`src/rtl/yousei_pkg.sv`:
```
// yousei_pkg: shared opcodes, fetch state encoding and word width for the Yousei core
package yousei_pkg;
    localparam int WORD = 32;
    localparam logic [5:0] OP_JUMP = 6'b000101;
    localparam logic [5:0] OP_BEQ  = 6'b001010;
    localparam logic [5:0] OP_JR   = 6'b010011;
    localparam logic [5:0] OP_NOP  = 6'b001100;
    typedef enum logic [1:0] {ST_RUN, ST_HALT, ST_FAULT} estado_t;
endpackage

```
`src/rtl/unidade_busca_if.sv`:
```
// unidade_busca_if: fetch unit bus between the core control, instruction memory and debug
interface unidade_busca_if;
    import yousei_pkg::*;
    logic [WORD-1:0] Instrucao;
    logic            Stall;
    logic            BranchTaken;
    logic [15:0]     BranchAlvo;
    logic            JrValido;
    logic [WORD-1:0] JrAlvo;
    logic [WORD-1:0] Endereco;
    logic [WORD-1:0] PCMais1;
    logic            Halted;
    logic            Fault;
    logic [WORD-1:0] InstrCount;
    modport master (
        input  Instrucao, Stall, BranchTaken, BranchAlvo, JrValido, JrAlvo,
        output Endereco, PCMais1, Halted, Fault, InstrCount
    );
    modport slave (
        output Instrucao, Stall, BranchTaken, BranchAlvo, JrValido, JrAlvo,
        input  Endereco, PCMais1, Halted, Fault, InstrCount
    );
endinterface

```
`src/rtl/unidade_busca_selecao_prox_pc.sv`:
```
// selecao_prox_pc: next-PC mux with halt (self-jump) and out-of-range detection
module selecao_prox_pc
    import yousei_pkg::*;
#(
    parameter int MEM_DEPTH = 53
) (
    input  logic [WORD-1:0] endereco,
    input  logic [WORD-1:0] instrucao,
    input  logic            stall,
    input  logic            branch_taken,
    input  logic [15:0]     branch_alvo,
    input  logic            jr_valido,
    input  logic [WORD-1:0] jr_alvo,
    output logic [WORD-1:0] prox_pc,
    output logic            halt,
    output logic            fora
);
    localparam logic [WORD-1:0] LIMITE = WORD'(MEM_DEPTH);
    logic            salto;
    logic [WORD-1:0] alvo_salto;
    always_comb begin
        salto      = instrucao[31:26] == OP_JUMP;
        alvo_salto = {6'b0, instrucao[25:0]};
        prox_pc    = stall        ? endereco :
                     jr_valido    ? jr_alvo :
                     branch_taken ? {16'b0, branch_alvo} :
                     salto        ? alvo_salto : endereco + 32'd1;
        // a jump onto itself only halts when the jump is the selected source
        halt       = !stall && !jr_valido && !branch_taken && salto && alvo_salto == endereco;
        fora       = !stall && !halt && prox_pc >= LIMITE;
    end
endmodule

```
`src/rtl/unidade_busca.sv`:
```
// unidade_busca: instruction fetch unit holding PC, run/halt/fault state and retired count
module unidade_busca
    import yousei_pkg::*;
#(
    parameter logic [31:0] RESET_PC  = 32'd0,
    parameter int          MEM_DEPTH = 53
) (
    input logic              Clock,
    input logic              Reset,
    unidade_busca_if.master  bus
);
    estado_t         estado, prox_estado;
    logic [WORD-1:0] pc, prox_pc, sel_pc, cnt, prox_cnt;
    logic            halt, fora;
    selecao_prox_pc #(.MEM_DEPTH(MEM_DEPTH)) u_sel (
        .endereco    (pc),
        .instrucao   (bus.Instrucao),
        .stall       (bus.Stall),
        .branch_taken(bus.BranchTaken),
        .branch_alvo (bus.BranchAlvo),
        .jr_valido   (bus.JrValido),
        .jr_alvo     (bus.JrAlvo),
        .prox_pc     (sel_pc),
        .halt        (halt),
        .fora        (fora)
    );
    always_ff @(posedge Clock) begin
        if (Reset) begin
            estado <= ST_RUN;
            pc     <= RESET_PC;
            cnt    <= '0;
        end else begin
            estado <= prox_estado;
            pc     <= prox_pc;
            cnt    <= prox_cnt;
        end
    end
    // halting and faulting instructions still retire, but leave the PC in place
    always_comb begin
        prox_estado = estado;
        prox_pc     = pc;
        prox_cnt    = cnt;
        if (estado == ST_RUN && !bus.Stall) begin
            prox_cnt    = (cnt == '1) ? cnt : cnt + 32'd1;
            prox_estado = halt ? ST_HALT : fora ? ST_FAULT : ST_RUN;
            prox_pc     = (halt || fora) ? pc : sel_pc;
        end
    end
    assign bus.Endereco   = pc;
    assign bus.PCMais1    = pc + 32'd1;
    assign bus.Halted     = estado == ST_HALT;
    assign bus.Fault      = estado == ST_FAULT;
    assign bus.InstrCount = cnt;
endmodule

```
`src/flat_wrapper.sv`:
```
// flat-port wrapper written by rule: the top's interface ports become plain ports
module unidade_busca_flat import yousei_pkg::*;
#(
    parameter logic [31:0] RESET_PC  = 32'd0,
    parameter int          MEM_DEPTH = 53
)
  (Clock, Reset, bus_Instrucao, bus_Stall, bus_BranchTaken, bus_BranchAlvo, bus_JrValido, bus_JrAlvo, bus_Endereco, bus_PCMais1, bus_Halted, bus_Fault, bus_InstrCount);
  unidade_busca_if bus_i ();
  input logic Clock;
  input logic Reset;
  input wire logic [$bits(bus_i.Instrucao)-1:0] bus_Instrucao;
  input wire logic [$bits(bus_i.Stall)-1:0] bus_Stall;
  input wire logic [$bits(bus_i.BranchTaken)-1:0] bus_BranchTaken;
  input wire logic [$bits(bus_i.BranchAlvo)-1:0] bus_BranchAlvo;
  input wire logic [$bits(bus_i.JrValido)-1:0] bus_JrValido;
  input wire logic [$bits(bus_i.JrAlvo)-1:0] bus_JrAlvo;
  output wire logic [$bits(bus_i.Endereco)-1:0] bus_Endereco;
  output wire logic [$bits(bus_i.PCMais1)-1:0] bus_PCMais1;
  output wire logic [$bits(bus_i.Halted)-1:0] bus_Halted;
  output wire logic [$bits(bus_i.Fault)-1:0] bus_Fault;
  output wire logic [$bits(bus_i.InstrCount)-1:0] bus_InstrCount;
  assign bus_i.Instrucao = bus_Instrucao;
  assign bus_i.Stall = bus_Stall;
  assign bus_i.BranchTaken = bus_BranchTaken;
  assign bus_i.BranchAlvo = bus_BranchAlvo;
  assign bus_i.JrValido = bus_JrValido;
  assign bus_i.JrAlvo = bus_JrAlvo;
  assign bus_Endereco = bus_i.Endereco;
  assign bus_PCMais1 = bus_i.PCMais1;
  assign bus_Halted = bus_i.Halted;
  assign bus_Fault = bus_i.Fault;
  assign bus_InstrCount = bus_i.InstrCount;
  unidade_busca #(.RESET_PC(RESET_PC), .MEM_DEPTH(MEM_DEPTH)) u_core (.Clock(Clock), .Reset(Reset), .bus(bus_i));
endmodule
```
`config.mk`:
```
export PLATFORM = sky130hd
export DESIGN_NAME = unidade_busca_flat
export DESIGN_NICKNAME = d
export VERILOG_FILES = /design/src/rtl/yousei_pkg.sv /design/src/rtl/unidade_busca_if.sv /design/src/rtl/unidade_busca_selecao_prox_pc.sv /design/src/rtl/unidade_busca.sv /design/src/flat_wrapper.sv
export SDC_FILE = /design/constraint.sdc
export NUM_CORES = 1
export LEC_CHECK = 0
export ABC_CLOCK_PERIOD_IN_PS = 12000
export BUFFER_PORTS_ARGS = -buffer_cell sky130_fd_sc_hd__buf_4
export CAP_MARGIN = 10
export CORE_MARGIN = 2
export CORE_UTILIZATION = 56
export DETAILED_ROUTE_END_ITERATION = 7
export PLACE_DENSITY_LB_ADDON = 0.05
export SYNTH_ARGS = -nofsm -noshare
export SYNTH_HDL_FRONTEND = slang
export SYNTH_HIERARCHICAL = 1
export SYNTH_SLANG_ARGS = --single-unit
export TNS_END_PERCENT = 5
```
`constraint.sdc`:
```
create_clock -name Clock -period 12 [get_ports Clock]
set_input_delay 1.8 -clock Clock [delete_from_list [all_inputs] [get_ports Clock]]
set_output_delay 1.8 -clock Clock [all_outputs]
set_load 0.05 [all_outputs]
```
Word level (Yosys, flattened, before mapping)
Index checks and enable logic that the tools add are counted.

word-level totals
  register bits after elaboration = 66
  latch bits = 0
  bits in writable memories = 0
  ROM bits = 0
  bits of input ports = 85
  output and inout port bits = 98
  word-level logic and storage cells = 34
  memories = 0

operators by class
  add/sub/neg operators = 2
  $mul = 0
  div/mod/pow operators = 0
  order comparisons = 1
  equality and inequality tests = 5
  shifts and indexed selects = 0
  mux-type cells = 6
  bitwise gates (word level) = 2
  reductions and logical operators = 15

operators by type and width
  kind                                                                    number
  32-bit two-way mux                                                      4
  32-bit by 1-bit adder with 32-bit output, second input constant         2
  26-bit by 32-bit equality test with 1-bit output                        1
  32-bit equality test, second input constant                             1
  32-bit by 6-bit >= comparator with 1-bit output, second input constant  1
  1-bit logical AND                                                       7
  6-bit by 3-bit equality test with 1-bit output, second input constant   1
  1-bit logical NOT                                                       4
  2-bit two-way mux                                                       2
  2-bit AND reduction                                                     2
  2-bit by 1-bit equality test with 1-bit output, second input constant   1
  2-bit equality test, second input constant                              1
  2-bit logical NOT                                                       1
  1-bit inverter                                                          2
  1-bit logical OR                                                        1

Logic depth before layout (Yosys ltp)
Gate-level depths: netlist of the first run.

  depth in word-level cells = 11
  depth in mapped cells = 16

By module
Netlist of the first run, hierarchy kept.

modules (own cells, without submodules)
  module           instances  cells each  area an instance (µm²)  seq. area each (µm²)
  unidade_busca    1          432         3,357.0                 1,321.3
  selecao_prox_pc  1          374         2,307.2                 0.0

Worst setup path before layout of the first run
No wires, ideal clock.

  path kind = input to register
  start point = input port bus_JrValido
  end point = register u_core.pc[0], in the netlist u_core/bus.Endereco[0]
  setup time = 132 ps
  arrival = 4,639 ps
  setup slack = 7,229 ps
  stages on the path = 14
  path buffers = 4
  cells stage by stage = clkbuf_1 > inv_1 > clkbuf_1 > nor2_1 > a222oi_1 > o21ai_0 > or4_1 > nor4_2 > a311oi_1 > or3_1 > clkbuf_1 > clkbuf_1 > nand2_1 > a21oi_1

between the ends
  elaborated cells between the ends (all ways) = 14

RTL lines
  what                                             RTL line                             RTL
  start: declaration                               flat_wrapper.sv:15                   input wire logic [$bits(bus_i.JrValido)-1:0] bus_JrValido;
  32-bit two-way mux                               unidade_busca_selecao_prox_pc.sv:25  jr_valido ? jr_alvo :
  32-bit two-way mux                               unidade_busca_selecao_prox_pc.sv:24  prox_pc = stall ? endereco :
  via u_core.sel_pc[22]                            unidade_busca.sv:13                  logic [WORD-1:0] pc, prox_pc, sel_pc, cnt, prox_cnt;
  32-bit by 6-bit >= comparator with 1-bit output  unidade_busca_selecao_prox_pc.sv:30  fora = !stall && !halt && prox_pc >= LIMITE;
  1-bit logical AND                                unidade_busca_selecao_prox_pc.sv:30
  via u_core.fora                                  unidade_busca.sv:14                  logic halt, fora;
  1-bit logical OR                                 unidade_busca.sv:46                  prox_pc = (halt || fora) ? pc : sel_pc;
  1-bit inverter (no line)                         --
  2-bit AND reduction (no line)                    --
  end signal: assignment                           unidade_busca.sv:34                  pc <= prox_pc;
  end: declaration                                 unidade_busca.sv:13

The timed path passes the listed nets, and every way through them passes these cells.
A chain may end at the register's enable or synchronous reset.

Worst setup path in the final report of the first run
  start point = input port bus_Stall
  end point = register u_core.pc[14], in the netlist u_core/bus.Endereco[14]

between the ends
  elaborated cells between the ends (all ways) = 14

RTL lines
  what                                             RTL line                             RTL
  start: declaration                               flat_wrapper.sv:12                   input wire logic [$bits(bus_i.Stall)-1:0] bus_Stall;
  32-bit two-way mux                               unidade_busca_selecao_prox_pc.sv:24
  via u_core.sel_pc[9]                             unidade_busca.sv:13
  32-bit by 6-bit >= comparator with 1-bit output  unidade_busca_selecao_prox_pc.sv:30
  1-bit logical AND                                unidade_busca_selecao_prox_pc.sv:30
  via u_core.fora                                  unidade_busca.sv:14
  1-bit logical OR                                 unidade_busca.sv:46
  1-bit inverter (no line)                         --
  2-bit AND reduction (no line)                    --

The timed path passes the listed nets, and every way through them passes these cells.

==> results of run 1 <==
## state kept, by name (all words and copies together), names as in the netlist
register / flops
u_core/estado: 2
u_core/bus.Endereco: 32
u_core/bus.InstrCount: 32
## layout by cell type, fill, tap and decap left out, drive strengths merged, types with 30 or more instances in the layout
cell   instances
a21oi         78
o21ai         38
dfxtp         66
nand4         38
xnor2         51
buf          185
nor2          49
or3           30
nand2        117
nand3         48
## metal layers
layer  wire length, µm  global-route usage (%)  up-vias
li1                  -                       -     3262
met1              7970                    47.2     3313
met2             10300                    62.9      548
met3              2580                    6.55       86
met4               879                    19.0        0
met5                 0                       0        -
## area by class of cell
cell class,count,area [µm²]
clock inverter,7,93.8
fill,808,2550
sequential,66,1320
timing repair buffer,185,1390
inverter,12,45.0
tap,133,166
clock buffer,9,124
multi-input combinational,673,4090
## metrics by stage
step / utilization, % / hold WS [ns] / power, µW / std cells / setup WS [ns]
global placement: 71.7 / 0.494 / 376 / 1069 / 6.30
floorplan: - / 0.496 / 323 / 806 / 7.23
detailed placement: 71.7 / 0.509 / 378 / 1069 / 6.20
finish: 73.9 / 0.522 / 587 / 1085 / 6.33
CTS: 73.9 / 0.525 / 584 / 1085 / 6.57
global route: 73.9 / 0.560 / 604 / 1085 / 6.01
## kinds of logic (layout without fill, tap and decap cells)
| kind of cell | count (synthesis) | count (layout) | share of synthesized area [%] |
|---|---|---|---|
| fa+ha+maj | 3 | 3 | 0.663 |
| simple gates | 389 | 389 | 36.2 |
| flops | 66 | 66 | 23.3 |
| compound gates | 203 | 203 | 22.8 |
| mux | 7 | 7 | 1.28 |
| buf+inv | 67 | 213 | 4.73 |
| xor+xnor | 71 | 71 | 11.0 |
## worst min-delay path: stages (launching register included)
cell,delay [ns]
dfxtp_1,0.34
o21ai_0,0.08
a21oi_1,0.06
## worst min-delay path by stage
stage,to,startpoint,slack (ns)
floorplan,u_core/estado[0],u_core/estado[0],0.50
global placement,u_core/bus.InstrCount[29],u_core/bus.InstrCount[29],0.49
detailed placement,u_core/bus.InstrCount[29],u_core/bus.InstrCount[29],0.51
CTS,u_core/bus.InstrCount[20],u_core/bus.InstrCount[20],0.53
global route,u_core/bus.InstrCount[29],u_core/bus.InstrCount[29],0.56
finish,u_core/bus.InstrCount[20],u_core/bus.InstrCount[20],0.52
## power by group
| part | leakage, µW | internal (µW) | switching [µW] |
|---|---|---|---|
| combinational | 0.00201 | 53.8 | 85.4 |
| clock | 0.000105 | 116 | 93.3 |
| sequential | 0.000534 | 223 | 15.6 |
| total | 0.00265 | 393 | 194 |
==> metrics, run 1 <==
vias in the first global route 6,541; post-CTS sizing 0; first-pass GRT wire length 33,500 µm; grt ovf 0; aggregate routed wire length 21,700 µm; MaxCap Viol Count 0; global-route usage over all layers 37.9%; kind of critical path in2reg; EDFF count, synth 0; Vias/cell 6.64; post-synth cell types 68; initial core utilization 57.9%; FF-to-FF path depth 13; fin nets 1,035; crit end category flop; final setup TNS 0 ns; startpoint type of the worst setup path primary input; static leakage 0.00265 µW; Yosys warnings 6; synth top area cells dfxtp_1, xnor2_1, nand2_1, a21oi_1, nand4_1; Slowest-stage cell, CP inv_1; Synth top area share 23.3%; worst slew pin tran 1.07 ns; RSZ-0062 raised after global routing false; run status complete, no violations; Clock transition at path regs 0.08 ns; Area after DPL 0.00701 mm²; WP depth 13; Die H 105 µm; syn_nets 894; post-synthesis async set-or-reset flop share 0%; Max Root-Sink Buffers 2; Crit path max-delay family simple AND/OR/NAND/NOR gates; largest net degree at the start of global routing 68; total I/O pin count 183; post-route cell area 0.00723 mm²; Required @ worst endpoint 12.29 ns; worst stage delay on the critical path 0.72 ns; cts bufs inserted 9; Die ar. 0.0109 mm²; Buffers on Ports 182; number of diodes 0; Mapped Cells 806; Critical Path Sink u_core/bus.Endereco[14]; antenna violations before repair 0; Hold Path Class reg2reg; Final Wtd Congestion 0.979; Pwr Density 81.3 mW/mm²; most frequent cell after synthesis nand2_1; worst reg2reg path endpoint u_core/bus.Endereco[14]; Layout Skew 0.00942 ns; root buffer cell clkbuf_8; most instantiated cells after synthesis nand2_1, a21oi_1, dfxtp_1; maximum fanout along the worst path 50; share of layout cells above drive strength 1 23.2%; DR iter-0 viols 873; Post-synth top flop dfxtp_1; Post-Synthesis Cell Area 0.00566 mm²; R2R setup slack 7.13 ns; Peak supply drop 0.000106 V; final hold vios 0; Peak Freq 176 MHz; Final HPWL DP 15,600 µm; Crit path buffers/inverters 3; Setup-failing EPs final 0; Critical Path Start bus_Stall; #FFs+latches synth 66; WL/cell 20.0 µm; Max Slew Vio Count 0; r2r startpoint u_core/bus.Endereco[0]; setup bufs post-CTS 0; cts hold-fix bufs 0; post-synthesis sequential area ratio 23.3%; Syn Area/Cell 7.03 µm²; critical-path cell list buf_4 > inv_1 > nand2_1 > mux2i_1 > a32oi_1 > or3_1 > or3_1 > nor4_2 > a311oi_1 > nor3_2 > buf_4 > nand2_1 > a21oi_1; Worst-Skew Late Latency 0.36 ns; H-tree Lvls 3; hold depth 2; post-synth top area cell dfxtp_1; clock sink total 66; vias 7,209; final worst-path cycle share 47.3%; Critical Path AT 5.96 ns; CTS tree built; Die W 105 µm; Rows 36; area delta synth->final 27.6%; Core ar. 0.00977 mm²; slew margin rel. 27.7%; min Tclk post-route 5.67 ns; remaining antenna violation count 0; drt drc 0; Pre-antenna DRT Iters 8
No activity file was read; power rests on OpenSTA's default activity.
==> inputs of run 2 (changes only) <==
Settings changed: ABC_AREA set to 1, ABC_CLOCK_PERIOD_IN_PS 12000 to 4560, CORE_UTILIZATION 56 to 49.
Clock period 12 ns to 4.56 ns, I/O delays scaled along.
==> run 2 against run 1 <==
Against the previous run: total power increased to 3.2 times the previous value; setup slack got worse by 5.4 ns; synthesized cell count up 53%; core utilization fell by 11 points; clock skew is 0.0063 ns lower; synthesized area increased by 19%; count of clock-buffer cells in the layout grew 5; worst hold slack lost 0.023 ns; critical path type is now reg2reg; largest cell class unchanged; largest power group unchanged.
==> metrics, run 2 <==
run status complete, no violations; cts bufs inserted 9 (unchanged); global-route usage over all layers 36.1% (-1.7 points); grt ovf 0 (unchanged); fillers 1,369 (+69%); CTS tree built; Multi-input gate area 0.00459 mm² (+12%); MaxCap Viol Count 0 (unchanged); synth top area cells nand2_1, dfxtp_1, nor2_1, inv_1, nand3_1; XOR/XNOR Fraction of Synth Area 5.59% (-5.4 points); slew margin rel. 52.6% (+25 points); area delta synth->final 25.4%; number of diodes 0 (unchanged); fin nets 1,489 (+44%); worst slew pin tran 0.706 ns (-0.369 ns); Rows 42 (+17%); syn_nets 1,325 (+48%); Area after DPL 0.00817 mm² (+17%); post-synthesis async set-or-reset flop share 0% (unchanged); Vias/cell 5.58 (-16%); most frequent cells in the layout nand2_1, nor2_1, buf_4, inv_1, nand3_1; Peak supply drop 0.000256 V (+140%); largest family of logic cells by synthesized area simple AND/OR/NAND/NOR gates; Pre-antenna DRT Iters 6 (-2); setup bufs post-CTS 0 (unchanged); Final Wtd Congestion 1.05 (+7.2%); share of layout cells above drive strength 1 17.9% (-5.4 points); maximum fanout along the worst path 56 (+12%); post-synthesis sequential area ratio 19.6% (-3.7 points); critical-path cell list buf_4 > ha_1 > nand2_1 > nor2_1 > nand2_1 > nand2_1 > o21ai_0 > o21ai_0 > nand2_1 > nand2_1 > nand2_1 > inv_1 > nor2_1 > o21ai_0 > nor2_1 > a21oi_1 > nor2_1 > buf_4 > nand2_1 > buf_4 > o21ai_0 > a21oi_1; post-route cell area 0.00845 mm² (+17%); Pwr Density 225 mW/mm² (+180%); first-pass GRT wire length 41,300 µm (+23%); DR iter-0 viols 1,320 (+51%); WL/cell 17.0 µm (-15%); Syn Area/Cell 5.45 µm² (-22%); Max Root-Sink Buffers 2 (unchanged); post-synth cell types 42 (-38%); final design utilization 63.3% (-11 points); antenna violations before repair 0 (unchanged); drt drc 0 (unchanged); Die W 121 µm (+16%); Die ar. 0.0147 mm² (+35%); Die H 121 µm (+16%); most instantiated cells after synthesis nand2_1, nor2_1, inv_1; aggregate routed wire length 26,800 µm (+24%); Final HPWL DP 20,600 µm (+32%); vias in the first global route 7,755 (+19%); Hold Path Class reg2reg; Post-synth top flop dfxtp_1; Required @ worst endpoint 4.81 ns (-7.48 ns); FF+latch area 0.00132 mm² (unchanged); vias 8,822 (+22%); Setup WS post-layout 0.957 ns (-5.37 ns); final hold vios 0 (unchanged); Buffers on Ports 182 (unchanged); Core ar. 0.0133 mm² (+37%); RSZ-0062 raised after global routing false; cts hold-fix bufs 0 (unchanged); initial core utilization 50.5% (-7.5 points); min Tclk post-route 3.60 ns; Layout Skew 0.00310 ns (-0.00631 ns); Compound-Gate Fraction of Synth Area 12.8% (-10 points); EDFF count, synth 0 (unchanged); DP Worst Slack 0.890 ns (-5.31 ns); most frequent cell after synthesis nand2_1; post-CTS sizing 0 (unchanged); Mapped Cells 1,237 (+53%); clock sink total 66 (unchanged); Setup-failing EPs final 0 (unchanged); #FFs+latches synth 66 (unchanged); Slowest-stage cell, CP buf_4; static leakage 0.00397 µW (+50%); root buffer cell clkbuf_16; startpoint type of the worst setup path flop; remaining antenna violation count 0 (unchanged); post-synth top area cell nand2_1; CP dominant cell by count nand2_1; Max Slew Vio Count 0 (unchanged); crit end category flop; Synth top area share 20.7% (-2.7 points); Critical Path AT 3.85 ns (-2.11 ns); leading cell type in the layout, fill and taps excluded nand2_1; proportion of synthesized area in mux cells 0% (-1.3 points); total I/O pin count 183 (unchanged); Hold Worst Slack 0.499 ns (-0.0225 ns); worst stage delay on the critical path 0.42 ns (-0.30 ns); kind of critical path reg2reg; Clock transition at path regs 0.05 ns (-0.03 ns); Adder-Cell Fraction of Synth Area 0.557% (-0.11 points); Post-Synthesis Cell Area 0.00674 mm² (+19%); Post-Synth Simple-Gate Area 49.2% (+13 points); H-tree Lvls 3 (unchanged); final setup TNS 0 ns (unchanged); Worst-Skew Late Latency 0.33 ns (-0.03 ns); Yosys warnings 6 (unchanged); final worst-path cycle share 79.0%; largest net degree at the start of global routing 57 (-16%); Peak Freq 278 MHz
run 2: cell count changes in the layout (fill, tap and decap cells not counted), moves of 16 or more:
cell / delta
nor2_1: +150
xnor2_1: -50
xor2_1: +22
inv_1: +144
or3_1: -29
nand3_1: +60
and3_1: -16
nand2_1: +254
nand4_1: -19
run 2: path summary, 6_finish.rpt:
path,start,end,slack (ns),depth (start not counted)
worst max-delay path,u_core/bus.Endereco[0],u_core/bus.Endereco[29],0.96,22
worst min-delay path,u_core/estado[0],u_core/estado[0],0.50,2
worst max register to register,u_core/bus.Endereco[0],u_core/bus.Endereco[29],0.96,22
worst min register to register,u_core/estado[0],u_core/estado[0],0.50,2
run 2: power by group:
group          leakage, µW  internal (µW)  switching, µW
Combinational      0.00329            192            388
Clock             0.000143            411            241
Sequential        0.000537            601           66.0
run 2: metrics by stage:
stage               total power [µW]  std cells
global placement                1240       1566
global route                    1970       1582
detailed placement              1250       1566
floorplan                       1030       1237
CTS                             1890       1582
finish                          1900       1582
run 2: worst max-delay path, delay by kind of cell, from the launching register on:
family          cells  cell delay, ns
fa+ha+maj           1            0.29
simple gates       11            1.08
compound gates      6            0.96
flops               1            0.30
buf+inv             4            0.89
run 2: final cells by class:
class	count	area share [%]
clock inverter	2	0.118
sequential	66	15.6
clock buffer	14	3.24
inverter	161	7.15
tap	176	2.60
timing repair buffer	191	17.0
multi-input combinational	972	54.3
run 2: metal layers:
layer / global-route usage [%] / wire [µm] / share of wire (%)
met3: 8.08 / 3280 / 12
met2: 54.2 / 11300 / 42
met1: 51.8 / 11700 / 43
met5: 0 / 0 / 0
met4: 9.99 / 636 / 2.4
run 2: kinds of logic after synthesis:
| logic type | Yosys count |
|---|---|
| XOR/XNOR | 43 |
| buffers and inverters | 199 |
| adder cells (fa/ha/maj) | 3 |
| flip-flops | 66 |
| AO/OA/AOI/OAI | 159 |
| AND/OR/NAND/NOR | 767 |
==> inputs of run 3 (changes only) <==
Settings changed: ABC_CLOCK_PERIOD_IN_PS 4560 to 3500, CORE_UTILIZATION 49 to 54.
Clock period 4.56 ns to 3.5 ns, I/O delays scaled along.
==> run 3 against run 2 <==
Against the previous run: largest power group unchanged; critical path type unchanged; cell count is 1.1% higher; design area increased by 2.1%; highest routed layer is now met5; worst hold slack better by 0.010 ns; largest cell class unchanged.
==> metrics, run 3 (synthesis results as in run 2) <==
kind of critical path reg2reg; worst slew pin tran 0.954 ns (+0.248 ns); Layout Skew 0.00670 ns (+0.00360 ns); area delta synth->final 28.1%; internal power 1540 µW (+28%); Required @ worst endpoint 3.71 ns (-1.10 ns); MaxCap Viol Count 0 (unchanged); Critical Path AT 3.50 ns (-0.35 ns); crit end category flop; Pwr Total 2470 µW (+30%); cts hold-fix bufs 0 (unchanged); leading cell type in the layout, fill and taps excluded nand2_1; min Tclk post-route 3.28 ns (-0.318 ns); drt drc 0 (unchanged); DR iter-0 viols 1,224 (-7.3%); final worst-path cycle share 93.8% (+15 points); RSZ-0062 raised after global routing false; remaining antenna violation count 0 (unchanged); total I/O pin count 183 (unchanged); slew margin rel. 36.4% (-16 points); startpoint type of the worst setup path flop; Max Root-Sink Buffers 2 (unchanged); Max Slew Vio Count 0 (unchanged); Gate power share 33.0% (+2.4 points); P_sw 926 µW (+33%); aggregate routed wire length 27,800 µm (+3.7%); Worst-Skew Late Latency 0.33 ns (about the same); antenna violations before repair 1 (+1); vias in the first global route 8,090 (+4.3%); final hold vios 0 (unchanged); static leakage 0.00410 µW (+3.3%); final setup TNS 0 ns (unchanged); fin nets 1,516 (+1.8%); Peak supply drop 0.000305 V (+19%); Die H 116 µm (-4.6%); run status complete, no violations; Clock transition at path regs 0.06 ns (about the same); Switching Fraction 37.5% (+0.90 points); Final Wtd Congestion 1.13 (+8.1%); number of diodes 0 (unchanged); cts bufs inserted 9 (unchanged); WL/cell 17.4 µm (+2.6%); Final HPWL DP 21,500 µm (+4.5%); Core ar. 0.0121 mm² (-9.3%); Vias/cell 5.79 (+3.8%); Pre-antenna DRT Iters 6 (unchanged); Die W 116 µm (-4.6%); Buffers on Ports 182 (unchanged); Rows 40 (-4.8%); vias 9,256 (+4.9%); largest net degree at the start of global routing 54 (-5.3%); H-tree Lvls 3 (unchanged); maximum fanout along the worst path 53 (-5.4%); proportion of power drawn by flip-flops and latches 34.3% (-0.8 points); global-route usage over all layers 40.3% (+4.2 points); CTS tree built; Hold Path Class reg2reg; clock sink total 66 (unchanged); Die ar. 0.0134 mm² (-9.0%); Setup-failing EPs final 0 (unchanged); setup bufs post-CTS 0 (unchanged); initial core utilization 55.7% (+5.2 points); Clk network pwr share 32.7% (-1.6 points); post-CTS sizing 0 (unchanged); first-pass GRT wire length 42,000 µm (+1.7%); most frequent cells in the layout nand2_1, buf_4, nor2_1, inv_1, nand3_1; share of layout cells above drive strength 1 19.4% (+1.5 points); grt ovf 0 (unchanged); root buffer cell clkbuf_16; Peak Freq 304 MHz (+9.7%); Pwr Density 286 mW/mm² (+27%)
run 3: cell types whose count changed in the layout (fill, tap and decap cells not counted), sizes merged:
cell / delta
clkinvlp: +1
buf: +27
clkbuf: -3
run 3: per-layer routing:
| layer | wire length [µm] | vias up | GRT usage (%) |
|---|---|---|---|
| met5 | 10 | - | 0 |
| met4 | 932 | 2 | 14.3 |
| met3 | 3920 | 86 | 10.3 |
| met2 | 12300 | 745 | 62.6 |
| met1 | 10700 | 4111 | 54.3 |
| li1 | - | 4312 | - |
run 3: metrics by stage:
stage | cells | hold WS, ns | setup slack (ns) | area (µm²) | util [%]
finish | 1599 | 0.510 | 0.215 | 8640 | 71.3
global route | 1599 | 0.526 | 0.0345 | 8640 | 71.3
CTS | 1599 | 0.504 | 0.386 | 8640 | 71.3
detailed placement | 1585 | 0.492 | 0.325 | 8380 | 69.2
global placement | 1585 | 0.480 | 0.409 | 8380 | 69.2
floorplan | 1237 | 0.466 | 0.204 | 6740 | -
run 3: cell type report:
cell class	count	area, µm²
Inverter	161	604
Multi-Input combinational cell	972	4590
Timing Repair Buffer	218	1650
Sequential cell	66	1320
Clock inverter	3	17.5
Clock buffer	11	243
Fill cell	1150	3480
Tap cell	168	210
run 3: worst paths after layout:
path	from	end	slack (ns)	cells past startpoint
max	u_core/bus.Endereco[1]	u_core/bus.Endereco[5]	0.22	19
min reg2reg	u_core/estado[0]	u_core/estado[0]	0.51	2
max reg2reg	u_core/bus.Endereco[1]	u_core/bus.Endereco[5]	0.22	19
min	u_core/estado[0]	u_core/estado[0]	0.51	2
run 3: critical path, stage by stage, from the launching register on:
cell and delay, ns:
dfxtp_1 0.34, ha_1 0.23, nand2_1 0.12, nor2_2 0.31
nand3_1 0.24, o21ai_1 0.17, nand3_1 0.12, nand2_1 0.09
nand2_1 0.07, nand2_1 0.09, nand2_1 0.06, nor2_1 0.11
nand2_1 0.06, nor2_1 0.20, a21oi_1 0.13, nor2_1 0.13
nand2_1 0.14, buf_12 0.26, o21ai_0 0.22, a21oi_1 0.08
run 3: power groups by stage:
stage               registers, µW  logic (µW)  clock network [µW]
finish                        846         816                 808
global route                  849         865                 851
CTS                           844         797                 812
detailed placement            860         792                   0
global placement              859         787                   0
floorplan                     953         388                   0
